$ cat src/rtl/tmds_channel_rx.sv
// TMDS channel receiver: word alignment by control-token search plus 10b->8b decode.
// A two-word history lets any of the ten bit phases be selected. A small FSM either
// searches for a run of control tokens or monitors an established lock. The decoded
// outputs are registered one stage after the aligned word.
module tmds_channel_rx #(
  parameter int CTRL_RUN       = 8,
  parameter int SEARCH_TIMEOUT = 1024,
  parameter int LOCK_TIMEOUT   = 2048
) (
  input  logic       pixclk,
  input  logic       resetn,
  input  logic [9:0] raw,
  output logic [7:0] data,
  output logic [1:0] ctrl,
  output logic       vde,
  output logic       locked,
  output logic [3:0] offset
);

  localparam int RUN_W = (CTRL_RUN > 1) ? $clog2(CTRL_RUN) : 1;
  localparam int TMO_W = (SEARCH_TIMEOUT > 1) ? $clog2(SEARCH_TIMEOUT) : 1;
  localparam int NOC_W = (LOCK_TIMEOUT > 1) ? $clog2(LOCK_TIMEOUT) : 1;

  localparam logic [9:0] TOK_C00 = 10'b1101010100;
  localparam logic [9:0] TOK_C01 = 10'b0010101011;
  localparam logic [9:0] TOK_C10 = 10'b0101010100;
  localparam logic [9:0] TOK_C11 = 10'b1010101011;

  typedef enum logic [0:0] {
    ST_SEARCH = 1'b0,
    ST_LOCKED = 1'b1
  } state_e;

  // True when the word is one of the four control tokens.
  function automatic logic is_token(input logic [9:0] w);
    logic hit;
    case (w)
      TOK_C00, TOK_C01, TOK_C10, TOK_C11: hit = 1'b1;
      default:                            hit = 1'b0;
    endcase
    return hit;
  endfunction

  // Control bits {C1,C0} carried by a token; zero for anything else.
  function automatic logic [1:0] token_value(input logic [9:0] w);
    logic [1:0] v;
    case (w)
      TOK_C00: v = 2'b00;
      TOK_C01: v = 2'b01;
      TOK_C10: v = 2'b10;
      TOK_C11: v = 2'b11;
      default: v = 2'b00;
    endcase
    return v;
  endfunction

  // Undo the optional inversion (bit 9), then the XOR/XNOR transition chain (bit 8).
  function automatic logic [7:0] decode_word(input logic [9:0] w);
    logic [7:0] q;
    logic [7:0] d;
    q    = w[7:0] ^ {8{w[9]}};
    d    = 8'h00;
    d[0] = q[0];
    for (int i = 1; i < 8; i++) begin
      d[i] = w[8] ? (q[i] ^ q[i-1]) : ~(q[i] ^ q[i-1]);
    end
    return d;
  endfunction

  state_e           state_q, state_d;
  logic [9:0]       prev_q;
  logic [9:0]       win_q;
  logic [9:0]       win_s;
  logic [19:0]      cat_s;
  logic [RUN_W-1:0] run_q, run_d;
  logic [TMO_W-1:0] tmo_q, tmo_d;
  logic [NOC_W-1:0] noc_q, noc_d;
  logic [3:0]       offset_q, offset_d;
  logic [7:0]       data_q, data_d;
  logic [1:0]       ctrl_q, ctrl_d;
  logic             vde_q, vde_d;
  logic             locked_q, locked_d;
  logic             tok_s;

  assign cat_s = {raw, prev_q};
  assign win_s = 10'(cat_s >> offset_q);
  assign tok_s = is_token(win_q);

  // Next-state logic: token-run search with timed bit slips, or lock supervision.
  always_comb begin
    state_d  = state_q;
    run_d    = run_q;
    tmo_d    = tmo_q;
    noc_d    = noc_q;
    offset_d = offset_q;
    case (state_q)
      ST_SEARCH: begin
        noc_d = '0;
        // The CTRL_RUN-th consecutive token wins over a slip in the same cycle.
        if (tok_s && (run_q == RUN_W'(CTRL_RUN - 1))) begin
          state_d = ST_LOCKED;
          run_d   = '0;
          tmo_d   = '0;
        end else begin
          if (tok_s) begin
            run_d = run_q + RUN_W'(1);
          end else begin
            run_d = '0;
          end
          if (tmo_q == TMO_W'(SEARCH_TIMEOUT - 1)) begin
            tmo_d    = '0;
            run_d    = '0;
            offset_d = (offset_q == 4'd9) ? 4'd0 : offset_q + 4'd1;
          end else begin
            tmo_d = tmo_q + TMO_W'(1);
          end
        end
      end
      ST_LOCKED: begin
        if (tok_s) begin
          noc_d = '0;
        end else if (noc_q == NOC_W'(LOCK_TIMEOUT - 1)) begin
          // Lock lost: resume searching from the current offset.
          state_d = ST_SEARCH;
          noc_d   = '0;
          run_d   = '0;
          tmo_d   = '0;
        end else begin
          noc_d = noc_q + NOC_W'(1);
        end
      end
      default: begin
        state_d = ST_SEARCH;
        run_d   = '0;
        tmo_d   = '0;
        noc_d   = '0;
      end
    endcase
  end

  // Output decode uses the next lock state so the locking word itself decodes as control.
  always_comb begin
    locked_d = (state_d == ST_LOCKED);
    data_d   = 8'h00;
    ctrl_d   = ctrl_q;
    vde_d    = 1'b0;
    if (!locked_d) begin
      ctrl_d = 2'b00;
    end else if (tok_s) begin
      ctrl_d = token_value(win_q);
    end else begin
      vde_d  = 1'b1;
      data_d = decode_word(win_q);
    end
  end

  // Pipeline, FSM, counters and output registers.
  always_ff @(posedge pixclk or negedge resetn) begin
    if (!resetn) begin
      prev_q   <= 10'd0;
      win_q    <= 10'd0;
      state_q  <= ST_SEARCH;
      run_q    <= '0;
      tmo_q    <= '0;
      noc_q    <= '0;
      offset_q <= 4'd0;
      data_q   <= 8'h00;
      ctrl_q   <= 2'b00;
      vde_q    <= 1'b0;
      locked_q <= 1'b0;
    end else begin
      prev_q   <= raw;
      win_q    <= win_s;
      state_q  <= state_d;
      run_q    <= run_d;
      tmo_q    <= tmo_d;
      noc_q    <= noc_d;
      offset_q <= offset_d;
      data_q   <= data_d;
      ctrl_q   <= ctrl_d;
      vde_q    <= vde_d;
      locked_q <= locked_d;
    end
  end

  assign data   = data_q;
  assign ctrl   = ctrl_q;
  assign vde    = vde_q;
  assign locked = locked_q;
  assign offset = offset_q;

endmodule

$ cat config.mk
export PLATFORM = sky130hd
export DESIGN_NAME = tmds_channel_rx
export DESIGN_NICKNAME = d
export VERILOG_FILES = /design/src/rtl/tmds_channel_rx.sv
export SDC_FILE = /design/constraint.sdc
export NUM_CORES = 1
export LEC_CHECK = 0
export BUFFER_PORTS_ARGS = -buffer_cell sky130_fd_sc_hd__buf_2
export CAP_MARGIN = 10
export CORE_AREA = 2 2 86 97
export DETAILED_ROUTE_END_ITERATION = 8
export DIE_AREA = 0 0 88 99
export PLACE_DENSITY = 0.65
export SLEW_MARGIN = 20
export SYNTH_ARGS = -nofsm -noshare
export SYNTH_HDL_FRONTEND = slang
export SYNTH_SLANG_ARGS = --single-unit
$ cat constraint.sdc
create_clock -name pixclk -period 2.6 [get_ports pixclk]
set_clock_uncertainty 0.15 [all_clocks]
set_input_delay 0.52 -clock pixclk [delete_from_list [all_inputs] [get_ports pixclk]]
set_output_delay 0.52 -clock pixclk [all_outputs]
set_load 0.02 [all_outputs]
======== Word level (Yosys, flattened, before mapping) ========
Index checks and enable logic that the tools add are counted.
storage, ports and cells
  input bits .............................. 12
  ROM bits ................................ 0
  memories kept ........................... 0
  word-level logic and storage cells ...... 81
  RAM bits ................................ 0
  bits in registers ....................... 60
  latch bits .............................. 0
  output and inout port bits .............. 16
operators by class
  muxes and demuxes ....................... 34
  $lt $le $gt $ge ......................... 0
  add/sub/neg operators ................... 4
  divide/modulo/power cells ............... 0
  shift-type cells ........................ 1
  multiply operators ...................... 0
  reductions and logical operators ........ 4
  bitwise gates (word level) .............. 17
  equality and inequality tests ........... 11
operator list
  kind                     count
  $mux W10                 4
  $eq A10 B10 Y1 const B   3
  $mux W11                 2
  $pmux W11 S2             1
  $pmux W10 S2             1
  $shr A20 B4 Y10          1
  $mux W8                  2
  $mux W3                  5
  $mux W1                  13
  $add A11 B1 Y11 const B  1
  $eq A11 B11 Y1 const B   1
  $add A10 B1 Y10 const B  1
  $eq A10 B8 Y1 const B    1
  $eq A10 B9 Y1 const B    1
  $not A1 Y1               9
  $xor A8 B8 Y8            1
  $xor A1 B1 Y1            7
  $pmux W2 S3              1
  $pmux W3 S2              1
  $add A4 B1 Y4 const B    1
  $eq A4 B4 Y1 const B     1
  $mux W2                  2
  $mux W4                  1
  $ne A2 B1 Y1 const B     2
  other kinds (8)          8

======== Logic depth before layout (Yosys ltp) ========
Gate-level depths: netlist of run 1.
  depth in word-level cells ............... 7
  gate-level depth with buffers ........... 8
  depth with buffers taken out ............ 6

======== Worst setup path after synthesis of run 1 ========
OpenSTA, ideal clock, no wires.
  path type ............................... reg-to-reg
  start point ............................. register offset_q[0] (netlist: offset[0])
  end point ............................... register win_q[4]
  clock period less this slack ............ 2.044 ns
  cell stages (with the launch flop) ...... 5
  data arrival time ....................... 1.756 ns
  data required time ...................... 2.312 ns
  buffers on the path ..................... 2
  setup slack ............................. 0.556 ns
  path through ............................ dfrtp_1 -> buf_6 -> buf_12 -> mux4_1 -> mux4_2
between the ends
  cells in the longest elaborated chain, start to end .. 1
RTL lines
  what                    RTL line  RTL
  from (decl)             78        logic [3:0] offset_q, offset_d;
  from (signal assigned)  178       offset_q <= offset_d;
  $shr A20 B4 Y10         86        assign win_s = 10'(cat_s >> offset_q);
  named net win_s[4]      73        logic [9:0] win_s;
  to (signal assigned)    173       win_q <= win_s;
  to (decl)               72        logic [9:0] win_q;
The timed path passes the listed nets, and every way through them passes these cells.
A chain may end at the register's enable or synchronous reset.

======== Final worst setup path of run 1 ========
  start point ............................. register run_q[0]
  end point ............................... register offset_q[3] (netlist: offset[3])
between the ends
  cells in the longest elaborated chain, start to end .. 4
RTL lines
  what                                RTL line  RTL
  from (decl)                         75        logic [RUN_W-1:0] run_q, run_d;
  from (signal assigned)              175       run_q <= run_d;
  $eq A3 B3 Y1                        100       if (tok_s && (run_q == RUN_W'(CTRL_RUN - 1))) begin
  $logic_and A1 B1 Y1                 100
  $not A1 Y1 (no source line)         --
  $reduce_and A3 Y1 (no source line)  --
No other way between the ends.

==> flow_summary_export.csv, run 1 <==
group,metric,value,unit
status,status,"completed",
clock_tree,cts_tree,"done",
yosys,mappedNetlistNets,311,
critical_path,arrival,2370,ps
timing,finalSetupTns,0,ps
yosys,synth_cells,287,
yosys,synth-main-ff-cell,"dfrtp_1",
floorplan,die_x,88,µm
yosys,synthTopCellsByCount,"dfrtp_1 (60), nor2_1 (27), inv_1 (20)",
drt,dr.pass1.iters,4,
yosys,ys_async_sr_fraction,1.00,
timing,setup_slack,310,ps
drt,drc,0,
final_layout,syn2layout_area_growth,11.2,%
clock_tree,cts_buffers,9,
place,post-place-ws,326,ps
critical_path,worstSetupEndpointType,"flop",
yosys,ys_ff_latch,60,
yosys,synth_area,0.00341,mm²
drt,wirelength,6110,µm
yosys,yosysSeqAreaShare,0.440,
floorplan,die_y,99,µm
floorplan,io-pin-count,28,
clock_tree,post_cts_resized,0,
critical_path,crit_buf_inv,1,
critical_path,cp-start-kind,"flop",
power,p_leak,1.63,nW
final_layout,post-route-util,0.492,
clock_tree,holdBufCountCts,0,
clock_tree,clk_path_buf_depth,2,
critical_path,path_cells,"ha_1 > ha_1 > nand3_1 > o221ai_1 > buf_4 > a2111o_1 > a22o_1",
final_layout,final_cells,432,
floorplan,dieArea,0.00871,mm²
drt,vias_per_cell,5.36,
timing,slew_violations,0,
yosys,syn_area_per_cell,11.9,µm²
timing,finalSetupViolations,0,
power,ir_drop,0.000223,V
place,dp_hpwl,4390,µm
global_route,track_usage,0.162,
critical_path,reg2reg_from,"run_q[0]",
final_layout,nets,343,
floorplan,row_count,34,
yosys,synth_cell_types,55,
critical_path,cp_max_fo,8,
critical_path,cp_slowest_cell,"dfrtp_1",
timing,hold_viol_final,0,
timing,final.period_utilization,0.881,
final_layout,diodes,0,
yosys,synth.most_common_cell,"dfrtp_1",
clock_tree,cts_sinks,60,
timing,fmax,0.437,GHz
timing,whs,169,ps
timing,fin_crit,2290,ps
timing,slew_headroom,0.512,
yosys,synth_area_leaders,"dfrtp_1 (44%), mux4_2 (9.2%), mux4_1 (4.6%), ha_1 (4.4%), xnor2_1 (4.4%)",
drt,ant_nets,0,
worst_hold_path,min_path_type,"primary input to asynchronous set/reset pin",
global_route,grt_pass1_wl,10900,µm
yosys,yosysTopAreaCell,"dfrtp_1",
global_route,grt_antenna_before_repair,0,
global_route,grt_max_degree,61,
critical_path,rr_endpoint,"offset[3]",
floorplan,start_util,0.443,
timing,rsz0062_at_grt,"no",
place,place_congestion,0.825,
clock_tree,htree_levels,3,
run,cap_violations,0,
yosys,synth_top_area_frac,0.440,
critical_path,worstSetupPathType,"flop to flop",
place,placed_cells,416,
floorplan,core_area,0.00770,mm²
critical_path,r2r_cells,7,
clock_tree,clockRootBuffer,"clkbuf_8",
critical_path,critPathRequiredTime,2680,ps
drt,drt_iter0_drc,140,
final_layout,drive_gt1_frac,0.241,
timing,worstMarginPinSlew,731,ps
critical_path,cp_common_cell,"ha_1",
critical_path,cp_top_family,"compound AO/OA/AOI/OAI gates",
drt,wl_per_cell,14.1,µm
clock_tree,clk_latency,340,ps
global_route,grt_pass1_vias,2323,
yosys,yosysWarnings,0,
global_route,grt-ovfl-total,0,
yosys,synth-edff-count,0,
clock_tree,path_clk_slew,80,ps
place,port_buffers,27,
clock_tree,post-cts-setup-buffer-count,0,
power,p_per_area,508,mW/mm²
critical_path,reg2reg_slack,310,ps
critical_path,slowest_delay,390,ps
drt,via_count,2315,
[layout by cell type (no fill, tap or decap), types with 6 or more instances in the layout]
| cell | instances |
|---|---|
| dfrtp_1 | 60 |
| nor2_1 | 27 |
| buf_2 | 27 |
| inv_1 | 20 |
| xnor2_1 | 17 |
| mux4_2 | 14 |
| nand3_1 | 13 |
| ha_1 | 12 |
| nand2_1 | 10 |
| clkbuf_8 | 9 |
| o21ai_0 | 8 |
| a21oi_1 | 8 |
| buf_4 | 8 |
| mux2i_1 | 6 |
| mux4_1 | 6 |
[state kept, by name, summed over array words and instances (netlist names)]
name / count
ctrl: 2
data: 8
locked: 1
noc_q: 11
offset: 4
prev_q: 10
run_q: 3
tmo_q: 10
vde: 1
win_q: 10
[report_power, final]
group          switching (mW)  internal (mW)
Clock                   0.400          0.446
Sequential             0.0151          0.949
Combinational          0.0585         0.0560
[cell families after synthesis]
family,synth area share
AND/OR/NAND/NOR,0.140
adder cells (fa/ha/maj),0.0440
buffers and inverters,0.0653
AO/OA/AOI/OAI,0.0932
XOR/XNOR,0.0539
flip-flops,0.440
multiplexers,0.163
[worst max path at each step]
stage	startpoint	to	slack [ps]	depth (start not counted)
floorplan	offset[0]	win_q[4]	560	4
global placement	run_q[0]	offset[3]	400	7
detailed placement	run_q[0]	offset[3]	330	7
CTS	run_q[0]	offset[3]	320	7
global route	run_q[0]	offset[3]	200	7
finish	run_q[0]	offset[3]	310	7
[cell type report]
| cell class | instances | area (µm²) |
|---|---|---|
| inverter | 20 | 75.1 |
| fill | 690 | 3910 |
| sequential | 60 | 1500 |
| clock buffer | 9 | 124 |
| multi-input combinational | 193 | 1690 |
| clock inverter | 7 | 75.1 |
| timing repair buffer | 35 | 195 |
| tap | 108 | 135 |
[worst reg2reg max path: stages (launching register included)]
cell and delay, ps:
dfrtp_1 390, ha_1 210, ha_1 210, nand3_1 120, o221ai_1 270, buf_4 270
a2111o_1 390, a22o_1 180
[per-layer routing]
layer  routed length [µm]  share of wire  GRT usage
met1                 2830           0.46      0.212
met2                 2910           0.48      0.249
met3                  212          0.035     0.0402
met4                  149          0.024     0.0781
met5                    0              0          0
[per-stage QoR]
step | instance area, µm² | power (mW)
after floorplan | 3410 | 1.05
after global placement | 3590 | 1.10
after detailed placement | 3590 | 1.10
after CTS | 3790 | 1.95
after global routing | 3790 | 2.00
final | 3790 | 1.92
Note: power is estimated with default switching activity, not from simulation.
==> inputs of run 2 (changes only) <==
--- a/config.mk
+++ b/config.mk
@@ -7,10 +7,10 @@
 export LEC_CHECK = 0
 export BUFFER_PORTS_ARGS = -buffer_cell sky130_fd_sc_hd__buf_2
 export CAP_MARGIN = 10
-export CORE_AREA = 2 2 86 97
+export CORE_AREA = 2 2 82 92
 export DETAILED_ROUTE_END_ITERATION = 8
-export DIE_AREA = 0 0 88 99
-export PLACE_DENSITY = 0.65
+export DIE_AREA = 0 0 84 94
+export PLACE_DENSITY = 0.7
 export SLEW_MARGIN = 20
 export SYNTH_ARGS = -nofsm -noshare
 export SYNTH_HDL_FRONTEND = slang
==> flow_summary_export.csv, run 2 (synthesized netlist as in run 1, its figures left out) <==
group,metric,value,unit
power,p_per_area,508,mW/mm²
final_layout,diodes,0,
final_layout,layout_common_cells,"dfrtp_1 (60), nor2_1 (27), buf_2 (27), inv_1 (20), xnor2_1 (17)",
clock_tree,post-cts-setup-buffer-count,0,
critical_path,path_cells,"ha_1 > ha_1 > nand3_1 > o221ai_1 > buf_4 > a2111o_1 > a22o_1",
critical_path,slowest_delay,390,ps
drt,wirelength,6190,µm
timing,finalSetupTns,0,ps
place,port_buffers,27,
drt,wl_per_cell,15.1,µm
clock_tree,path_clk_slew,60,ps
power,internal_power,1.49,mW
floorplan,die_x,84,µm
final_layout,nets,344,
critical_path,cp-start-kind,"flop",
floorplan,dieArea,0.00790,mm²
power,switching_power,0.435,mW
status,status,"completed",
global_route,grt_pass1_vias,2353,
clock_tree,cts_sinks,60,
global_route,grt_antenna_before_repair,0,
critical_path,cp_top_family,"compound AO/OA/AOI/OAI gates",
timing,hold_viol_final,0,
clock_tree,clk_path_buf_depth,2,
run,cap_violations,0,
power,ir_drop,0.000303,V
drt,via_count,2328,
clock_tree,holdBufCountCts,0,
clock_tree,cts_buffers,9,
drt,ant_nets,0,
final_layout,fillCellCount,610,
place,dp_hpwl,4470,µm
power,seqPwrFrac,0.501,
drt,dr.pass1.iters,4,
floorplan,io-pin-count,28,
global_route,grt_pass1_wl,10900,µm
timing,worstMarginPinSlew,646,ps
critical_path,cp_max_fo,6,
clock_tree,htree_levels,3,
floorplan,die_y,94,µm
power,swShare,0.225,
critical_path,worstSetupPathType,"flop to flop",
final_layout,largest-register,"noc_q",
critical_path,cp_common_cell,"ha_1",
floorplan,start_util,0.492,
critical_path,cp.depth,7,
critical_path,worstSetupEndpointType,"flop",
final_layout,largest_reg_flops,11,
worst_hold_path,min_path_type,"primary input to asynchronous set/reset pin",
power,comb_power_share,0.059,
final_layout,syn2layout_area_growth,11.4,%
place,place_congestion,0.771,
timing,slew_violations,0,
power,p_clk_frac,0.440,
floorplan,core_area,0.00693,mm²
critical_path,arrival,2320,ps
timing,slew_headroom,0.569,
clock_tree,cts_tree,"done",
timing,rsz0062_at_grt,"no",
timing,fmax,0.444,GHz
drt,vias_per_cell,5.68,
power,p_leak,1.66,nW
place,dpl_cell_area,0.00360,mm²
timing,fin_crit,2250,ps
drt,drc,0,
final_layout,postLayoutCellArea,0.00380,mm²
floorplan,row_count,32,
timing,finalSetupViolations,0,
final_layout,final_common_cell,"dfrtp_1",
critical_path,r2r_cells,7,
critical_path,crit_buf_inv,1,
final_layout,drive_gt1_frac,0.243,
global_route,track_usage,0.176,
global_route,grt_max_degree,34,
critical_path,cp_slowest_cell,"dfrtp_1",
clock_tree,post_cts_resized,0,
clock_tree,clockRootBuffer,"clkbuf_8",
critical_path,critPathRequiredTime,2670,ps
global_route,grt-ovfl-total,0,
timing,final.period_utilization,0.866,
clock_tree,clk_latency,340,ps
drt,drt_iter0_drc,82,
## run 2: per-layer routing
layer  track usage  vias up  share of wire
met1         0.218     1136           0.45
met3        0.0448       11          0.050
met2         0.297       56           0.48
met4        0.0659        0          0.017
li1              -     1125              -
met5             0        -              0
## run 2: power groups by stage
stage | sequential (mW) | clock (mW) | combinational [mW]
floorplan | 0.976 | 0 | 0.0714
global placement | 0.983 | 0 | 0.114
detailed placement | 0.984 | 0 | 0.116
CTS | 0.966 | 0.873 | 0.116
global route | 0.968 | 0.907 | 0.129
finish | 0.966 | 0.849 | 0.113
## run 2: worst reg2reg max path: cells and delay by family, from the launching register on
kind,cells,cell delay [ps]
adder cells (fa/ha/maj),2,400
AO/OA/AOI/OAI,3,820
AND/OR/NAND/NOR,1,110
flip-flops,1,390
buffers and inverters,1,260
## run 2: layout make-up
class | count | area (µm²) | share of cell area
repair buffers | 36 | 228 | 0.0600
flip-flops and latches | 60 | 1500 | 0.395
clock inverters | 5 | 50.0 | 0.0132
multi-input cells | 193 | 1690 | 0.444
well taps | 85 | 106 | 0.0280
clock buffers | 11 | 151 | 0.0399
inverters | 20 | 75.1 | 0.0198
## run 2: per-stage QoR
step	cells	total power, mW	hold slack [ps]	setup WS (ps)	utilization
4_1_cts	410	1.96	65.2	346	0.548
3_5_place_dp	394	1.10	341	353	0.519
6_report	410	1.93	59.7	349	0.548
2_1_floorplan	287	1.05	74.4	556	-
5_1_grt	410	2.00	111	220	0.548
3_3_place_gp	394	1.10	335	405	0.519
## run 2: path summary, 6_finish.rpt
path | start | to | slack [ps]
setup / recovery | run_q[0] | offset[3] | 350
hold / removal | resetn | data[4] | 60
setup reg to reg | run_q[0] | offset[3] | 350
hold reg to reg | noc_q[0] | noc_q[0] | 340
max in group asynchronous | resetn | prev_q[4] | 1650
min in group pixclk | raw[7] | prev_q[7] | 170
==> inputs of run 3 (changes only) <==
--- a/config.mk
+++ b/config.mk
@@ -7,10 +7,10 @@
 export LEC_CHECK = 0
 export BUFFER_PORTS_ARGS = -buffer_cell sky130_fd_sc_hd__buf_2
 export CAP_MARGIN = 10
-export CORE_AREA = 2 2 82 92
+export CORE_AREA = 2 2 75 85
 export DETAILED_ROUTE_END_ITERATION = 8
-export DIE_AREA = 0 0 84 94
-export PLACE_DENSITY = 0.7
+export DIE_AREA = 0 0 77 87
+export PLACE_DENSITY = 0.81
 export SLEW_MARGIN = 20
 export SYNTH_ARGS = -nofsm -noshare
 export SYNTH_HDL_FRONTEND = slang
==> flow_summary_export.csv, run 3 (synthesized netlist as in run 1, its figures left out) <==
group,metric,value,unit
floorplan,io-pin-count,28,
global_route,grt-ovfl-total,0,
drt,vias_per_cell,5.85,
global_route,grt_pass1_vias,2342,
critical_path,r2r_cells,7,
timing,slew_headroom,0.498,
final_layout,layout_common_cells,"dfrtp_1 (60), nor2_1 (27), buf_2 (27), inv_1 (20), xnor2_1 (17)",
power,p_per_area,510,mW/mm²
run,cap_violations,0,
critical_path,cp_slowest_cell,"dfrtp_1",
place,port_buffers,27,
timing,finalSetupViolations,0,
final_layout,syn2layout_area_growth,10.6,%
floorplan,start_util,0.575,
critical_path,reg2reg_slack,300,ps
drt,dr.pass1.iters,4,
critical_path,path_cells,"buf_4 > buf_2",
power,swShare,0.234,
drt,dr.max_layer_used,"met4",
timing,fmax,0.434,GHz
global_route,grt_max_degree,33,
clock_tree,clk_latency,350,ps
critical_path,critPathRequiredTime,1930,ps
place,dp_hpwl,4410,µm
timing,slew_violations,0,
clock_tree,post-cts-setup-buffer-count,0,
timing,fin_crit,2300,ps
clock_tree,cts_buffers,9,
worst_hold_path,min_path_type,"primary input to asynchronous set/reset pin",
timing,rsz0062_at_grt,"no",
critical_path,cp-startpoint,"offset[0]",
floorplan,row_count,30,
power,ir_drop,0.000342,V
drt,wl_met2,2920,µm
drt,wl_per_cell,14.9,µm
power,switching_power,0.450,mW
clock_tree,clk_path_buf_depth,2,
timing,finalSetupTns,0,ps
drt,wl_met1,2670,µm
final_layout,final_cells,404,
critical_path,slowest_delay,830,ps
drt,drc,0,
timing,hold_viol_final,0,
timing,final.period_utilization,0.885,
final_layout,drive_gt1_frac,0.241,
final_layout,largest-register,"noc_q",
critical_path,reg2reg_from,"run_q[0]",
final_layout,final_common_cell,"dfrtp_1",
status,status,"completed",
clock_tree,path_clk_slew,70,ps
critical_path,cp-start-kind,"flop",
global_route,grt_antenna_before_repair,0,
timing,worstMarginPinSlew,753,ps
final_layout,fillCellCount,471,
drt,wirelength,6030,µm
final_layout,seqCellArea,0.00150,mm²
final_layout,multiInputGateArea,0.00169,mm²
critical_path,worstSetupEndpointType,"primary output",
floorplan,core_area,0.00593,mm²
floorplan,die_x,77,µm
clock_tree,post_cts_resized,0,
critical_path,cp_max_fo,17,
power,internal_power,1.47,mW
drt,drt_iter0_drc,127,
clock_tree,cts_sinks,60,
final_layout,largest_reg_flops,11,
clock_tree,holdBufCountCts,0,
final_layout,diodes,0,
power,p_clk_frac,0.438,
global_route,track_usage,0.207,
floorplan,dieArea,0.00670,mm²
drt,route.met3.wl,316,µm
power,comb_power_share,0.061,
final_layout,nets,343,
drt,ant_nets,0,
clock_tree,htree_levels,3,
critical_path,arrival,1630,ps
power,seqPwrFrac,0.501,
drt,via_count,2365,
place,placed_cells,388,
global_route,grt_pass1_wl,10600,µm
place,place_congestion,0.914,
clock_tree,clockRootBuffer,"clkbuf_8",
critical_path,worstSetupPathType,"flop to primary output",
power,p_leak,1.64,nW
clock_tree,cts_tree,"done",
floorplan,die_y,87,µm
-- run 3: cell types whose count changed in the layout (fill, tap and decap cells not counted), sizes merged --
| cell | delta |
|---|---|
| buf | -1 |
| clkinvlp | +2 |
| clkbuf | -1 |
| clkinv | -1 |
-- run 3: through the flow --
| step | power [mW] | instance area, µm² | setup WS (ps) | utilization | hold WS [ps] |
|---|---|---|---|---|---|
| after detailed placement | 1.10 | 3570 | 323 | 0.602 | 338 |
| after CTS | 1.95 | 3770 | 256 | 0.636 | 56.9 |
| after global placement | 1.10 | 3570 | 377 | 0.602 | 323 |
| final | 1.92 | 3770 | 298 | 0.636 | 49.4 |
| after global routing | 2.01 | 3770 | 123 | 0.636 | 88.4 |
| after floorplan | 1.05 | 3410 | 556 | - | 74.4 |
-- run 3: worst max-delay path: cells and delay by family (launching register included) --
kind,cells,cell delay [ps]
DFF,1,830
buffers and inverters,2,450
-- run 3: layout make-up --
type / instances / area share
multi-input cells: 193 / 0.447
flip-flops and latches: 60 / 0.398
repair buffers: 35 / 0.0551
clock buffers: 10 / 0.0365
well taps: 80 / 0.0265
inverters: 20 / 0.0199
clock inverters: 6 / 0.0169
-- run 3: power groups by stage --
| stage | Combinational (mW) | Sequential, mW | Clock, mW |
|---|---|---|---|
| finish | 0.118 | 0.964 | 0.842 |
| detailed placement | 0.120 | 0.981 | 0 |
| global route | 0.133 | 0.965 | 0.911 |
| global placement | 0.117 | 0.980 | 0 |
| floorplan | 0.0714 | 0.976 | 0 |
| CTS | 0.120 | 0.963 | 0.863 |
-- run 3: final timing paths --
path / to
max: offset[0]
min: data[5]
max reg2reg: offset[3]
min reg2reg: noc_q[0]
max in group asynchronous: prev_q[8]
min in group pixclk: prev_q[7]
-- run 3: routing by layer --
layer	global-route usage	vias up
li1	-	1130
met1	0.249	1157
met2	0.333	68
met3	0.0747	10
met4	0.101	0
met5	0	-
